--- src/rtl/rv64g_l2_line_seq_if.sv ---
// rtl/rv64g_l2_line_seq_if.sv - request, beat-stream and array-port bundle for the L2 line sequencer
interface rv64g_l2_line_seq_if #(
  parameter int DATA_W = 64,
  parameter int TAG_W  = 50,
  parameter int IDX_W  = 8,
  parameter int WAY_W  = 4
);
  logic              fill_req_v_i;
  logic              fill_req_rdy_o;
  logic [IDX_W-1:0]  fill_idx_i;
  logic [WAY_W-1:0]  fill_way_i;
  logic [TAG_W-1:0]  fill_tag_i;
  logic              fill_beat_v_i;
  logic              fill_beat_rdy_o;
  logic [DATA_W-1:0] fill_wdata_i;
  logic              fill_done_o;
  logic              wb_req_v_i;
  logic              wb_req_rdy_o;
  logic [IDX_W-1:0]  wb_idx_i;
  logic [WAY_W-1:0]  wb_way_i;
  logic [TAG_W-1:0]  wb_tag_o;
  logic              wb_beat_v_o;
  logic              wb_beat_rdy_i;
  logic [DATA_W-1:0] wb_rdata_o;
  logic              wb_done_o;
  logic [IDX_W-1:0]  arr_index_o;
  logic [2:0]        arr_word_o;
  logic [WAY_W-1:0]  arr_way_o;
  logic              arr_data_we_o;
  logic              arr_tag_we_o;
  logic [7:0]        arr_be_o;
  logic [TAG_W-1:0]  arr_tag_o;
  logic [DATA_W-1:0] arr_wdata_o;
  logic [DATA_W-1:0] arr_rdata_i;
  logic [TAG_W-1:0]  arr_tag_i;

  // The sequencer is the master: it owns the array ports and the request/beat handshakes.
  modport master (
    input  fill_req_v_i, fill_idx_i, fill_way_i, fill_tag_i, fill_beat_v_i, fill_wdata_i,
    input  wb_req_v_i, wb_idx_i, wb_way_i, wb_beat_rdy_i, arr_rdata_i, arr_tag_i,
    output fill_req_rdy_o, fill_beat_rdy_o, fill_done_o,
    output wb_req_rdy_o, wb_tag_o, wb_beat_v_o, wb_rdata_o, wb_done_o,
    output arr_index_o, arr_word_o, arr_way_o, arr_data_we_o, arr_tag_we_o,
    output arr_be_o, arr_tag_o, arr_wdata_o
  );

  modport slave (
    output fill_req_v_i, fill_idx_i, fill_way_i, fill_tag_i, fill_beat_v_i, fill_wdata_i,
    output wb_req_v_i, wb_idx_i, wb_way_i, wb_beat_rdy_i, arr_rdata_i, arr_tag_i,
    input  fill_req_rdy_o, fill_beat_rdy_o, fill_done_o,
    input  wb_req_rdy_o, wb_tag_o, wb_beat_v_o, wb_rdata_o, wb_done_o,
    input  arr_index_o, arr_word_o, arr_way_o, arr_data_we_o, arr_tag_we_o,
    input  arr_be_o, arr_tag_o, arr_wdata_o
  );
endinterface

--- src/rtl/rv64g_l2_line_seq.sv ---
// rtl/rv64g_l2_line_seq.sv - round-robin refill/writeback line-burst sequencer for the L2 arrays
module rv64g_l2_line_seq #(
  parameter int DATA_W = 64,
  parameter int TAG_W  = 50,
  parameter int IDX_W  = 8,
  parameter int WAY_W  = 4,
  parameter int WORDS  = 8
) (
  input  logic                 clk_i,
  input  logic                 rst_i,
  rv64g_l2_line_seq_if.master  bus
);
  localparam int WCNT_W = $clog2(WORDS);

  typedef enum logic [1:0] {IDLE, FILL, WB} state_t;

  state_t            state;
  logic [WCNT_W-1:0] word_cnt;
  logic              rr_ptr;
  logic [IDX_W-1:0]  lat_idx;
  logic [WAY_W-1:0]  lat_way;
  logic [TAG_W-1:0]  lat_tag;
  logic [TAG_W-1:0]  wb_tag_q;
  logic              fill_done_q;
  logic              wb_done_q;

  logic in_idle, in_fill, in_wb;
  logic fill_grant, wb_grant;
  logic last_word, fill_beat_fire, wb_beat_fire;

  assign in_idle   = (state == IDLE);
  assign in_fill   = (state == FILL);
  assign in_wb     = (state == WB);
  assign last_word = (word_cnt == WCNT_W'(WORDS - 1));

  // rr_ptr=0 favours fill on a tie, rr_ptr=1 favours writeback.
  assign fill_grant = in_idle & bus.fill_req_v_i & (~bus.wb_req_v_i | ~rr_ptr);
  assign wb_grant   = in_idle & bus.wb_req_v_i & (~bus.fill_req_v_i | rr_ptr);

  // Writes are suppressed on a reset cycle so an aborted fill stops at the last completed word.
  assign fill_beat_fire = in_fill & bus.fill_beat_v_i & ~rst_i;
  assign wb_beat_fire   = in_wb & bus.wb_beat_rdy_i;

  always_ff @(posedge clk_i) begin
    if (rst_i) begin
      state       <= IDLE;
      word_cnt    <= '0;
      rr_ptr      <= 1'b0;
      lat_idx     <= '0;
      lat_way     <= '0;
      lat_tag     <= '0;
      wb_tag_q    <= '0;
      fill_done_q <= 1'b0;
      wb_done_q   <= 1'b0;
    end else begin
      fill_done_q <= 1'b0;
      wb_done_q   <= 1'b0;
      unique case (state)
        IDLE: begin
          if (fill_grant) begin
            lat_idx  <= bus.fill_idx_i;
            lat_way  <= bus.fill_way_i;
            lat_tag  <= bus.fill_tag_i;
            word_cnt <= '0;
            rr_ptr   <= 1'b1;
            state    <= FILL;
          end else if (wb_grant) begin
            lat_idx  <= bus.wb_idx_i;
            lat_way  <= bus.wb_way_i;
            wb_tag_q <= bus.arr_tag_i;
            word_cnt <= '0;
            rr_ptr   <= 1'b0;
            state    <= WB;
          end
        end
        FILL: begin
          if (fill_beat_fire) begin
            word_cnt <= word_cnt + 1'b1;
            if (last_word) begin
              state       <= IDLE;
              fill_done_q <= 1'b1;
            end
          end
        end
        WB: begin
          if (wb_beat_fire) begin
            word_cnt <= word_cnt + 1'b1;
            if (last_word) begin
              state     <= IDLE;
              wb_done_q <= 1'b1;
            end
          end
        end
        default: state <= IDLE;
      endcase
    end
  end

  // In IDLE the array address follows the pending writeback so its tag can be captured on accept.
  assign bus.arr_index_o     = in_idle ? bus.wb_idx_i : lat_idx;
  assign bus.arr_way_o       = in_idle ? bus.wb_way_i : lat_way;
  assign bus.arr_word_o      = word_cnt;
  assign bus.arr_data_we_o   = fill_beat_fire;
  assign bus.arr_tag_we_o    = fill_beat_fire & last_word;
  assign bus.arr_be_o        = 8'hFF;
  assign bus.arr_tag_o       = in_fill ? lat_tag : '0;
  assign bus.arr_wdata_o     = in_fill ? bus.fill_wdata_i : '0;

  assign bus.fill_req_rdy_o  = fill_grant;
  assign bus.fill_beat_rdy_o = in_fill;
  assign bus.fill_done_o     = fill_done_q;
  assign bus.wb_req_rdy_o    = wb_grant;
  assign bus.wb_tag_o        = wb_tag_q;
  assign bus.wb_beat_v_o     = in_wb;
  assign bus.wb_rdata_o      = in_wb ? bus.arr_rdata_i : '0;
  assign bus.wb_done_o       = wb_done_q;
endmodule

--- src/flat_wrapper.sv ---
// flat-port wrapper written by rule: the top's interface ports become plain ports
module rv64g_l2_line_seq_flat 
#(
  parameter int DATA_W = 64,
  parameter int TAG_W  = 50,
  parameter int IDX_W  = 8,
  parameter int WAY_W  = 4,
  parameter int WORDS  = 8
)
  (clk_i, rst_i, bus_fill_req_v_i, bus_fill_idx_i, bus_fill_way_i, bus_fill_tag_i, bus_fill_beat_v_i, bus_fill_wdata_i, bus_wb_req_v_i, bus_wb_idx_i, bus_wb_way_i, bus_wb_beat_rdy_i, bus_arr_rdata_i, bus_arr_tag_i, bus_fill_req_rdy_o, bus_fill_beat_rdy_o, bus_fill_done_o, bus_wb_req_rdy_o, bus_wb_tag_o, bus_wb_beat_v_o, bus_wb_rdata_o, bus_wb_done_o, bus_arr_index_o, bus_arr_word_o, bus_arr_way_o, bus_arr_data_we_o, bus_arr_tag_we_o, bus_arr_be_o, bus_arr_tag_o, bus_arr_wdata_o);
  rv64g_l2_line_seq_if #(.DATA_W(DATA_W), .TAG_W(TAG_W), .IDX_W(IDX_W), .WAY_W(WAY_W)) bus_i ();
  input  logic clk_i;
  input  logic rst_i;
  input wire logic [$bits(bus_i.fill_req_v_i)-1:0] bus_fill_req_v_i;
  input wire logic [$bits(bus_i.fill_idx_i)-1:0] bus_fill_idx_i;
  input wire logic [$bits(bus_i.fill_way_i)-1:0] bus_fill_way_i;
  input wire logic [$bits(bus_i.fill_tag_i)-1:0] bus_fill_tag_i;
  input wire logic [$bits(bus_i.fill_beat_v_i)-1:0] bus_fill_beat_v_i;
  input wire logic [$bits(bus_i.fill_wdata_i)-1:0] bus_fill_wdata_i;
  input wire logic [$bits(bus_i.wb_req_v_i)-1:0] bus_wb_req_v_i;
  input wire logic [$bits(bus_i.wb_idx_i)-1:0] bus_wb_idx_i;
  input wire logic [$bits(bus_i.wb_way_i)-1:0] bus_wb_way_i;
  input wire logic [$bits(bus_i.wb_beat_rdy_i)-1:0] bus_wb_beat_rdy_i;
  input wire logic [$bits(bus_i.arr_rdata_i)-1:0] bus_arr_rdata_i;
  input wire logic [$bits(bus_i.arr_tag_i)-1:0] bus_arr_tag_i;
  output wire logic [$bits(bus_i.fill_req_rdy_o)-1:0] bus_fill_req_rdy_o;
  output wire logic [$bits(bus_i.fill_beat_rdy_o)-1:0] bus_fill_beat_rdy_o;
  output wire logic [$bits(bus_i.fill_done_o)-1:0] bus_fill_done_o;
  output wire logic [$bits(bus_i.wb_req_rdy_o)-1:0] bus_wb_req_rdy_o;
  output wire logic [$bits(bus_i.wb_tag_o)-1:0] bus_wb_tag_o;
  output wire logic [$bits(bus_i.wb_beat_v_o)-1:0] bus_wb_beat_v_o;
  output wire logic [$bits(bus_i.wb_rdata_o)-1:0] bus_wb_rdata_o;
  output wire logic [$bits(bus_i.wb_done_o)-1:0] bus_wb_done_o;
  output wire logic [$bits(bus_i.arr_index_o)-1:0] bus_arr_index_o;
  output wire logic [$bits(bus_i.arr_word_o)-1:0] bus_arr_word_o;
  output wire logic [$bits(bus_i.arr_way_o)-1:0] bus_arr_way_o;
  output wire logic [$bits(bus_i.arr_data_we_o)-1:0] bus_arr_data_we_o;
  output wire logic [$bits(bus_i.arr_tag_we_o)-1:0] bus_arr_tag_we_o;
  output wire logic [$bits(bus_i.arr_be_o)-1:0] bus_arr_be_o;
  output wire logic [$bits(bus_i.arr_tag_o)-1:0] bus_arr_tag_o;
  output wire logic [$bits(bus_i.arr_wdata_o)-1:0] bus_arr_wdata_o;
  assign bus_i.fill_req_v_i = bus_fill_req_v_i;
  assign bus_i.fill_idx_i = bus_fill_idx_i;
  assign bus_i.fill_way_i = bus_fill_way_i;
  assign bus_i.fill_tag_i = bus_fill_tag_i;
  assign bus_i.fill_beat_v_i = bus_fill_beat_v_i;
  assign bus_i.fill_wdata_i = bus_fill_wdata_i;
  assign bus_i.wb_req_v_i = bus_wb_req_v_i;
  assign bus_i.wb_idx_i = bus_wb_idx_i;
  assign bus_i.wb_way_i = bus_wb_way_i;
  assign bus_i.wb_beat_rdy_i = bus_wb_beat_rdy_i;
  assign bus_i.arr_rdata_i = bus_arr_rdata_i;
  assign bus_i.arr_tag_i = bus_arr_tag_i;
  assign bus_fill_req_rdy_o = bus_i.fill_req_rdy_o;
  assign bus_fill_beat_rdy_o = bus_i.fill_beat_rdy_o;
  assign bus_fill_done_o = bus_i.fill_done_o;
  assign bus_wb_req_rdy_o = bus_i.wb_req_rdy_o;
  assign bus_wb_tag_o = bus_i.wb_tag_o;
  assign bus_wb_beat_v_o = bus_i.wb_beat_v_o;
  assign bus_wb_rdata_o = bus_i.wb_rdata_o;
  assign bus_wb_done_o = bus_i.wb_done_o;
  assign bus_arr_index_o = bus_i.arr_index_o;
  assign bus_arr_word_o = bus_i.arr_word_o;
  assign bus_arr_way_o = bus_i.arr_way_o;
  assign bus_arr_data_we_o = bus_i.arr_data_we_o;
  assign bus_arr_tag_we_o = bus_i.arr_tag_we_o;
  assign bus_arr_be_o = bus_i.arr_be_o;
  assign bus_arr_tag_o = bus_i.arr_tag_o;
  assign bus_arr_wdata_o = bus_i.arr_wdata_o;
  rv64g_l2_line_seq #(.DATA_W(DATA_W), .TAG_W(TAG_W), .IDX_W(IDX_W), .WAY_W(WAY_W), .WORDS(WORDS)) u_core (.clk_i(clk_i), .rst_i(rst_i), .bus(bus_i));
endmodule
--- config.mk ---
export PLATFORM = sky130hd
export DESIGN_NAME = rv64g_l2_line_seq_flat
export DESIGN_NICKNAME = d
export VERILOG_FILES = /design/src/rtl/rv64g_l2_line_seq_if.sv /design/src/rtl/rv64g_l2_line_seq.sv /design/src/flat_wrapper.sv
export SDC_FILE = /design/constraint.sdc
export NUM_CORES = 1
export LEC_CHECK = 0
export CAP_MARGIN = 20
export CELL_PAD_IN_SITES_DETAIL_PLACEMENT = 0
export CELL_PAD_IN_SITES_GLOBAL_PLACEMENT = 1
export CORE_AREA = 2 2 198 200
export DETAILED_ROUTE_END_ITERATION = 8
export DIE_AREA = 0 0 200 202
export GPL_ROUTABILITY_DRIVEN = 0
export GPL_TIMING_DRIVEN = 0
export PLACE_DENSITY = 0.75
export SYNTH_ARGS = -nofsm -noshare
export SYNTH_HDL_FRONTEND = slang
export SYNTH_SLANG_ARGS = --single-unit
--- constraint.sdc ---
create_clock -name clk_i -period 1.8 [get_ports clk_i]
set_input_delay 0.18 -clock clk_i [delete_from_list [all_inputs] [get_ports clk_i]]
set_output_delay 0.18 -clock clk_i [all_outputs]
set_load 0.02 [all_outputs]
Yosys cells after proc, flatten, opt, wreduce, memory -nomap -nowiden
Cells that the tools add are included.
{"block": "op_classes", "n_addsub": 1, "eq_ne": 6, "n_mux": 23, "bitwise_logic": 19, "n_reduce_logical": 10}
{"op": "$mux W64", "count": 2}
{"op": "$mux W50", "count": 1}
{"op": "$mux W8", "count": 3}
{"op": "$mux W3", "count": 4}
{"op": "$mux W4", "count": 3}
{"op": "$mux W2", "count": 5}
{"op": "$not A1 Y1", "count": 9}
{"op": "$pmux W3 S3", "count": 1}
{"op": "$and A1 B1 Y1", "count": 8}
{"op": "$pmux W2 S3", "count": 1}
{"op": "$reduce_and A3 Y1", "count": 2}
{"op": "$reduce_or A3 Y1", "count": 2}
{"op": "$ne A2 B2 Y1 const B", "count": 2}
{"op": "$reduce_and A2 Y1", "count": 2}
{"op": "$reduce_and A4 Y1", "count": 1}
{"op": "$add A3 B1 Y3 const B", "count": 1}
{"op": "$eq A3 B3 Y1 const B", "count": 1}
{"op": "$mux W1", "count": 3}
{"op": "$ne A3 B3 Y1 const B", "count": 1}
{"op": "$reduce_bool A3 Y1", "count": 1}
{"op": "$eq A2 B1 Y1 const B", "count": 1}
{"op": "$eq A2 B2 Y1 const B", "count": 1}
{"op": "$logic_not A2 Y1", "count": 1}
{"op": "$or A1 B1 Y1", "count": 2}
{"op": "$reduce_bool A2 Y1", "count": 1}
{"block": "word_totals", "ff_bits": 120, "in_bits": 258, "out_inout_bits": 259, "wordCells": 68}

Logic depth before layout (Yosys ltp)
Gate-level depths: netlist of run 1.
{"block": "logic_depth", "depth_word": 6, "depth_mapped": 8, "mapped_depth_nobuf": 6}

Worst setup path before layout of run 1
Ideal clock, no wire load.
{"block": "synth_timing", "path_kind": "reg2out", "start": "register u_core.state[1]", "end": "output bus_arr_tag_we_o", "arrival_time_ps": 1898, "required_time_ps": 1620, "slack_ps": -278, "path_stages_with_launch": 8, "path_buffers": 2, "path_cell_list": "dfxtp_1 > inv_1 > ha_1 > clkbuf_1 > clkbuf_1 > inv_1 > nor2_1 > and2_1"}
{"block": "synth_via", "elab_chain_cells": 4}
{"element": "start, declared", "line_no": "rv64g_l2_line_seq.sv:17", "text": "state_t state;"}
{"element": "start signal, assigned", "line_no": "rv64g_l2_line_seq.sv:46", "text": "state <= IDLE;"}
{"element": "start signal, assigned", "line_no": "rv64g_l2_line_seq.sv:66", "text": "state <= FILL;"}
{"element": "start signal, assigned", "line_no": "rv64g_l2_line_seq.sv:73", "text": "state <= WB;"}
{"element": "$eq A2 B1 Y1", "line_no": "rv64g_l2_line_seq.sv:32", "text": "assign in_fill = (state == FILL);"}
{"element": "net bus_fill_beat_rdy_o", "line_no": "flat_wrapper.sv:27", "text": "output wire logic [$bits(bus_i.fill_beat_rdy_o)-1:0] bus_fill_beat_rdy_o;"}
{"element": "$and A1 B1 Y1 (2 in series)", "line_no": "rv64g_l2_line_seq.sv:41", "text": "assign fill_beat_fire = in_fill & bus.fill_beat_v_i & ~rst_i;"}
{"element": "net bus_arr_data_we_o", "line_no": "flat_wrapper.sv:37", "text": "output wire logic [$bits(bus_i.arr_data_we_o)-1:0] bus_arr_data_we_o;"}
{"element": "$and A1 B1 Y1", "line_no": "rv64g_l2_line_seq.sv:104", "text": "assign bus.arr_tag_we_o = fill_beat_fire & last_word;"}
{"element": "end, declared", "line_no": "flat_wrapper.sv:38", "text": "output wire logic [$bits(bus_i.arr_tag_we_o)-1:0] bus_arr_tag_we_o;"}
The timed path passes the listed nets, and every way through them passes these cells.

Worst setup path after layout of run 1
{"block": "layout_timing", "start": "register u_core.state[0]", "end": "output bus_arr_index_o[1]"}
{"block": "layout_via", "elab_chain_cells": 2}
{"element": "$logic_not A2 Y1", "line_no": "rv64g_l2_line_seq.sv:31", "text": "assign in_idle = (state == IDLE);"}
{"element": "$mux W8", "line_no": "rv64g_l2_line_seq.sv:100", "text": "assign bus.arr_index_o = in_idle ? bus.wb_idx_i : lat_idx;"}
{"element": "end, declared", "line_no": "flat_wrapper.sv:34", "text": "output wire logic [$bits(bus_i.arr_index_o)-1:0] bus_arr_index_o;"}
Every way passes these cells.

==> results of run 1 <==
how the worst max path moves through the flow:
stage	start	end	slack (ns)	cells after the start
floorplan	u_core.state[1]	u_core.state[0]	0.02	6
global placement	bus_fill_req_v_i	bus_wb_req_rdy_o	-1.25	6
detailed placement	bus_fill_req_v_i	bus_wb_req_rdy_o	-1.24	6
CTS	u_core.state[1]	bus_arr_tag_o[35]	-0.24	7
global route	u_core.state[1]	bus_wb_rdata_o[56]	-0.25	7
finish	u_core.state[0]	bus_arr_index_o[1]	-0.20	6
through the flow:
step	setup slack [ns]	power, mW	hold WS, ns	cell area [um2]	utilization (%)
2_1_floorplan	0.01831	7.527	0.3160	5772	-
3_3_place_gp	-1.252	11.58	0.4380	11500	30.05
3_5_place_dp	-1.240	11.61	0.4430	11500	30.05
4_1_cts	-0.2396	17.57	0.2738	13050	34.09
5_1_grt	-0.2542	19.27	0.2923	13600	35.53
6_report	-0.1996	18.30	0.2999	13610	35.55
what timing repair did:
| item | CTS | global route |
|---|---|---|
| cloned | 15 | 3 |
| resized for setup | 1309 | 183 |
| endpoints found under the setup margin | 309 | 283 |
| pin swaps | 49 | 42 |
| buffers inserted | 14 | 5 |
cell usage after synthesis (2+ instances only):
master / n
nor2b_1: 2
inv_1: 4
buf_2: 3
dfxtp_1: 120
nor4_1: 12
mux2_2: 12
nor2_1: 27
buf_1: 3
nor3_1: 12
clkbuf_1: 53
and2_1: 180
nand2_1: 202
buf_4: 8
nand2b_1: 2
o21ai_0: 5
ha_1: 6
a21oi_1: 104
nand3_1: 2
layer usage:
layer / vias up / track usage (%)
met2: 339 / 27.10
met5: - / 0
li1: 3596 / -
met3: 20 / 6.958
met4: 2 / 2.751
met1: 3443 / 25.64
worst register-to-register path, cell delays in order (launching register included):
cell	delay [ns]
dfxtp_4	0.38
inv_6	0.05
ha_4	0.17
clkbuf_16	0.16
buf_4	0.14
a211o_4	0.33
or4_4	0.48
o31ai_2	0.07
registers in the layout, summed over array words and instances, names as in the netlist:
register and flops:
u_core.bus.arr_word_o 3, u_core.rr_ptr 1, u_core.lat_idx 8, u_core.lat_way 4
u_core.state 2, u_core.bus.fill_done_o 1, u_core.lat_tag 50, u_core.bus.wb_tag_o 50
u_core.bus.wb_done_o 1
final cells by class:
type / count / area (um2) / area share [%]
Clock buffer: 19 / 452.9 / 3.328
Multi-Input combinational cell: 585 / 3535 / 25.97
Buffer: 67 / 708.2 / 5.204
Tap cell: 518 / 648.1 / 4.762
Clock inverter: 13 / 168.9 / 1.241
Inverter: 6 / 42.54 / 0.3126
Timing Repair Buffer: 543 / 5639 / 41.44
Antenna cell: 2 / 5.005 / 0.03677
Sequential cell: 120 / 2410 / 17.71
logic make-up (layout without fill, tap and decap cells):
family                     Yosys count  count (layout)
DFF                                120             120
and+or+nand+nor                    443             443
buffers and inverters               74             648
adders and majority gates            6               6
muxes                               12              12
AOI/OAI and AO/OA                  116             116
other                                1              10
power by group:
| part | internal, mW | switching (mW) | total [mW] |
|---|---|---|---|
| combinational | 5.68 | 5.41 | 11.1 |
| clock | 2.27 | 1.43 | 3.69 |
| sequential | 3.20 | 0.316 | 3.52 |
==> run summary, run 1 <==
outcome: complete, but fails checks
failing checks: negative setup slack
WHS Endpoint: u_core.bus.wb_tag_o[47]
H-tree Lvls: 4
setup slack, reg-to-reg: -0.07 ns
PD cells: 1345 nW/um2
PnR worst setup slack: -0.1996 ns
Synth Area in Adders: 1.310%
area leader, netlist: dfxtp_1
met2 WL: 16100 um
Via-to-Cell Ratio: 3.951
antenna violations before repair: 2
Max FO, Critical Path: 5
Port Buf Inserts: 508
overall routing resource usage: 18.33%
ys async rst share: 0%
Final Critical Period: 2.000 ns
commonest cells after routing, fill and taps aside: clkdlybuf4s50_1, nand2_1, buf_6
P&R area growth vs syn: 137.4%
slowest stage delay, CP: 0.40 ns
placed cell count: 1805
CTS Sinks: 120
Synth Area in Compound Gates: 10.61%
vias in the first global route: 7422
first-pass GRT wire length: 52720 um
Fin Clk Skew: 0.01034 ns
number of synthesized flops with an enable pin: 0
Metal-1 WL: 17320 um
Mapped Area: 5732 um2
Max Clk Rate: 500.1 MHz
Post-DRT Antenna Nets: 0
Worst setup SP type: flop
total leakage power: 5.737 nW
CTS buffer count: 17
synth warn: 0
Die Ht: 202 um
CTS tree: built
Yosys top cell area share: 41.91%
Synth Area per Inst: 7.425 um2
worst setup path class: reg -> out
HPWL Detailed: 29910 um
critical path data required time: 1.62 ns
FP Rows: 72
number of remaining DRC errors: 0
main combinational cell family by area after synthesis: simple AND/OR/NAND/NOR gates
min-delay worst type: in -> reg
# setup viols final: 181
crit end category: output port
arrival time of the worst setup path: 1.82 ns
post-synthesis sequential area ratio: 41.91%
cts hold-fix bufs: 0
slew of the pin with the lowest slew margin: 0.5966 ns
CTS root buf: clkbuf_16
HP Start: bus_arr_tag_i[47]
CTS clk-pin slew, worst paths: 0.06 ns
worst vdd ir: 0.6250 mV
Synth Area in Simple Gates: 38.18%
slew margin rel.: 60.22%
core area: 38290 um2
met3 WL: 4393 um
reg2reg end: u_core.state[0]
Die ar.: 40400 um2
nets@finish: 1604
First-pass DRT Iterations: 4
Seq cells post-synth: 120
wirelength, routed: 38110 um
Cells after Synth: 772
setup total negative slack: -18.93 ns
xor and xnor area share after synthesis: 0%
initial drt markers: 312
Slew Limit Fails: 0
via count: 7400
CP Buf/Inv Count: 4
RSZ-0062 raised after global routing: true
commonest non-fill, non-tap cell in the layout: clkdlybuf4s50_1
Layout fillers: 3936
Finished Layout Cells: 1873
Critical Path Slowest Stage Cell: dfxtp_4
insertion delay to the later sink of the worst-skew pair: 0.42 ns
max_cap viols: 0
# IOs: 517
initial cell density of the core: 14.97%
cell family with most CP delay: buffers and inverters
clk buf depth: 2
max layer used: met5
Hold Path Stages: 3
final hold vios: 0
fin crit share: 111.1%
layout cells sized above 1: 36.66%
die width: 200 um
worst path cell trace: inv_6, ha_4, buf_8, clkbuf_16, mux2_4, buf_6
mux contribution to synthesized area: 2.358%
synth unique cells: 33
synth top area cells: dfxtp_1, and2_1, nand2_1, a21oi_1, clkbuf_1
Worst Reg-to-Reg Cells: 7
Avg WL per Cell: 20.35 um
grt ovf: 0
largest net degree at the start of global routing: 17
ys flop type: dfxtp_1
Worst R2R Start: u_core.state[1]
No activity file was read; power rests on OpenSTA's default activity.
==> inputs of run 2 (changes only) <==
- CORE_AREA: 2 2 198 200 -> 2 2 200 202
- DIE_AREA: 0 0 200 202 -> 0 0 202 204
- PLACE_DENSITY: 0.75 -> 0.72
- REMOVE_ABC_BUFFERS: default -> 1
- clock period: 1.8 -> 1.9 ns (I/O delays scaled with it)
==> run 2 against run 1 <==
  * The run still ends with negative setup slack left
  * Routed wire length is 2.6% lower
  * Register-to-register slack worse by 0.03 ns
  * Clock-buffer cell count is 1 lower
  * Clock skew hardly changed
  * Core utilization is 0.38 points lower
  * First-iteration DRC count is 4.2% lower
  * Total power is 1.5% lower
  * Setup slack better by 0.089 ns
  * Largest power group unchanged
==> run summary, run 2 (same netlist as run 1, synthesis figures left out) <==
outcome: complete, but fails checks
failing checks: negative setup slack
vias in the first global route: 7296 (-1.7%)
RSZ-0062 raised after global routing: true
min-delay worst type: in -> reg
commonest non-fill, non-tap cell in the layout: clkdlybuf4s50_1
commonest cells after routing, fill and taps aside: clkdlybuf4s50_1, nand2_1, buf_6
Via-to-Cell Ratio: 4.014 (+1.6%)
insertion delay to the later sink of the worst-skew pair: 0.44 ns (+0.02 ns)
core area: 39180 um2 (+2.3%)
initial cell density of the core: 14.63% (-0.34 points)
# IOs: 517 (unchanged)
slowest stage delay, CP: 0.39 ns (about the same)
CTS clk-pin slew, worst paths: 0.06 ns (about the same)
final hold vios: 0 (unchanged)
initial drt markers: 299 (-4.2%)
Final Critical Period: 2.010 ns
worst path cell trace: inv_6, ha_4, o211ai_1, buf_4, buf_12, clkinv_16, buf_8
worst setup path class: reg -> out
crit end category: output port
slew margin rel.: 33.85% (-26 points)
Slew Limit Fails: 0 (unchanged)
HPWL Detailed: 22630 um (-24%)
antenna violations before repair: 7 (+5)
CTS Sinks: 120 (unchanged)
grt ovf: 0 (unchanged)
total leakage power: 5.852 nW (+2.0%)
CTS tree: built
P&R area growth vs syn: 140.4%
arrival time of the worst setup path: 1.82 ns (about the same)
overall routing resource usage: 15.94% (-2.4 points)
area of the multi-input gates: 3725 um2 (+5.4%)
largest net degree at the start of global routing: 65 (+48)
PD cells: 1308 nW/um2 (-2.7%)
# setup viols final: 45 (-75%)
Fin Clk Skew: 0.01032 ns (-0.00002280 ns)
clk buf depth: 2 (unchanged)
via count: 7454 (+0.73%)
FP Rows: 73 (+1.4%)
nets@finish: 1580 (-1.5%)
Seq. cell area: 2410 um2 (unchanged)
CTS root buf: clkbuf_16
Post-Route Hold Slack: 0.1384 ns (-0.1615 ns)
CTS buffer count: 17 (unchanged)
first-pass GRT wire length: 48280 um (-8.4%)
Max FO, Critical Path: 5 (unchanged)
Port Buf Inserts: 508 (unchanged)
layout cells sized above 1: 37.73% (+1.1 points)
cts hold-fix bufs: 0 (unchanged)
fin crit share: 105.8%
number of remaining DRC errors: 0 (unchanged)
die width: 202 um (+1.0%)
max_cap viols: 0 (unchanged)
wirelength, routed: 37110 um (-2.6%)
First-pass DRT Iterations: 4 (unchanged)
worst vdd ir: 0.7033 mV (+13%)
slew of the pin with the lowest slew margin: 0.9922 ns (+0.3955 ns)
Post-DRT Antenna Nets: 0 (unchanged)
PnR worst setup slack: -0.1102 ns (+0.08941 ns)
Worst setup SP type: flop
setup total negative slack: -1.063 ns (+17.87 ns)
Die Ht: 204 um (+0.99%)
critical path data required time: 1.71 ns (+0.09 ns)
Max Clk Rate: 497.5 MHz
H-tree Lvls: 4 (unchanged)
Die ar.: 41210 um2 (+2.0%)
Layout fillers: 4023 (+2.2%)
Avg WL per Cell: 19.98 um (-1.8%)
Critical Path Slowest Stage Cell: dfxtp_4
run 2: metal layers:
metal	wire [um]	GRT usage, %
met4	986	4.911
met5	25	0
met1	14130	17.55
met2	19120	28.67
met3	2850	5.612
run 2: final timing paths:
kind	from	end	slack (ns)	cells past startpoint
hold reg to reg	u_core.bus.wb_tag_o[39]	u_core.bus.wb_tag_o[39]	0.45	2
setup reg to reg	u_core.state[1]	u_core.state[0]	-0.10	7
setup / recovery	u_core.state[0]	bus_wb_req_rdy_o	-0.11	7
hold / removal	rst_i	u_core.bus.wb_tag_o[10]	0.14	2
run 2: timing repair:
item,4_1_cts,5_1_grt
gates cloned,14,14
pin swaps,29,114
setup endpoints to repair,314,246
setup buffers,31,16
gates resized for setup,804,560
run 2: power by group:
group | switching (mW) | internal, mW
Clock | 1.37 | 2.37
Sequential | 0.292 | 3.04
Combinational | 5.58 | 5.38
run 2: area by class of cell:
class | instances | share of cell area (%)
inverter | 6 | 0.5993
clock inverter | 13 | 1.580
timing repair buffer | 580 | 44.37
timing repair inverter | 6 | 0.9080
sequential | 120 | 17.49
tap | 525 | 4.767
multi-input combinational | 585 | 27.03
antenna | 4 | 0.07264
clock buffer | 18 | 3.187
run 2: critical path, delay by kind of cell (launching register included):
family	cells	cell delay [ns]
adders and majority gates	1	0.19
AOI/OAI and AO/OA	1	0.20
buffers and inverters	5	0.58
DFF	1	0.39
run 2: through the flow:
| step | cell area, um2 | setup WS (ns) | utilization, % | total power [mW] | instances |
|---|---|---|---|---|---|
| floorplan | 5461 | -2.422 | - | 6.855 | 711 |
| global placement | 11200 | -6.219 | 28.59 | 10.02 | 1744 |
| detailed placement | 11360 | -2.414 | 29.00 | 10.78 | 1752 |
| CTS | 12860 | -0.2076 | 32.83 | 16.24 | 1828 |
| global route | 13780 | -0.1829 | 35.17 | 18.92 | 1857 |
| finish | 13780 | -0.1102 | 35.17 | 18.03 | 1857 |
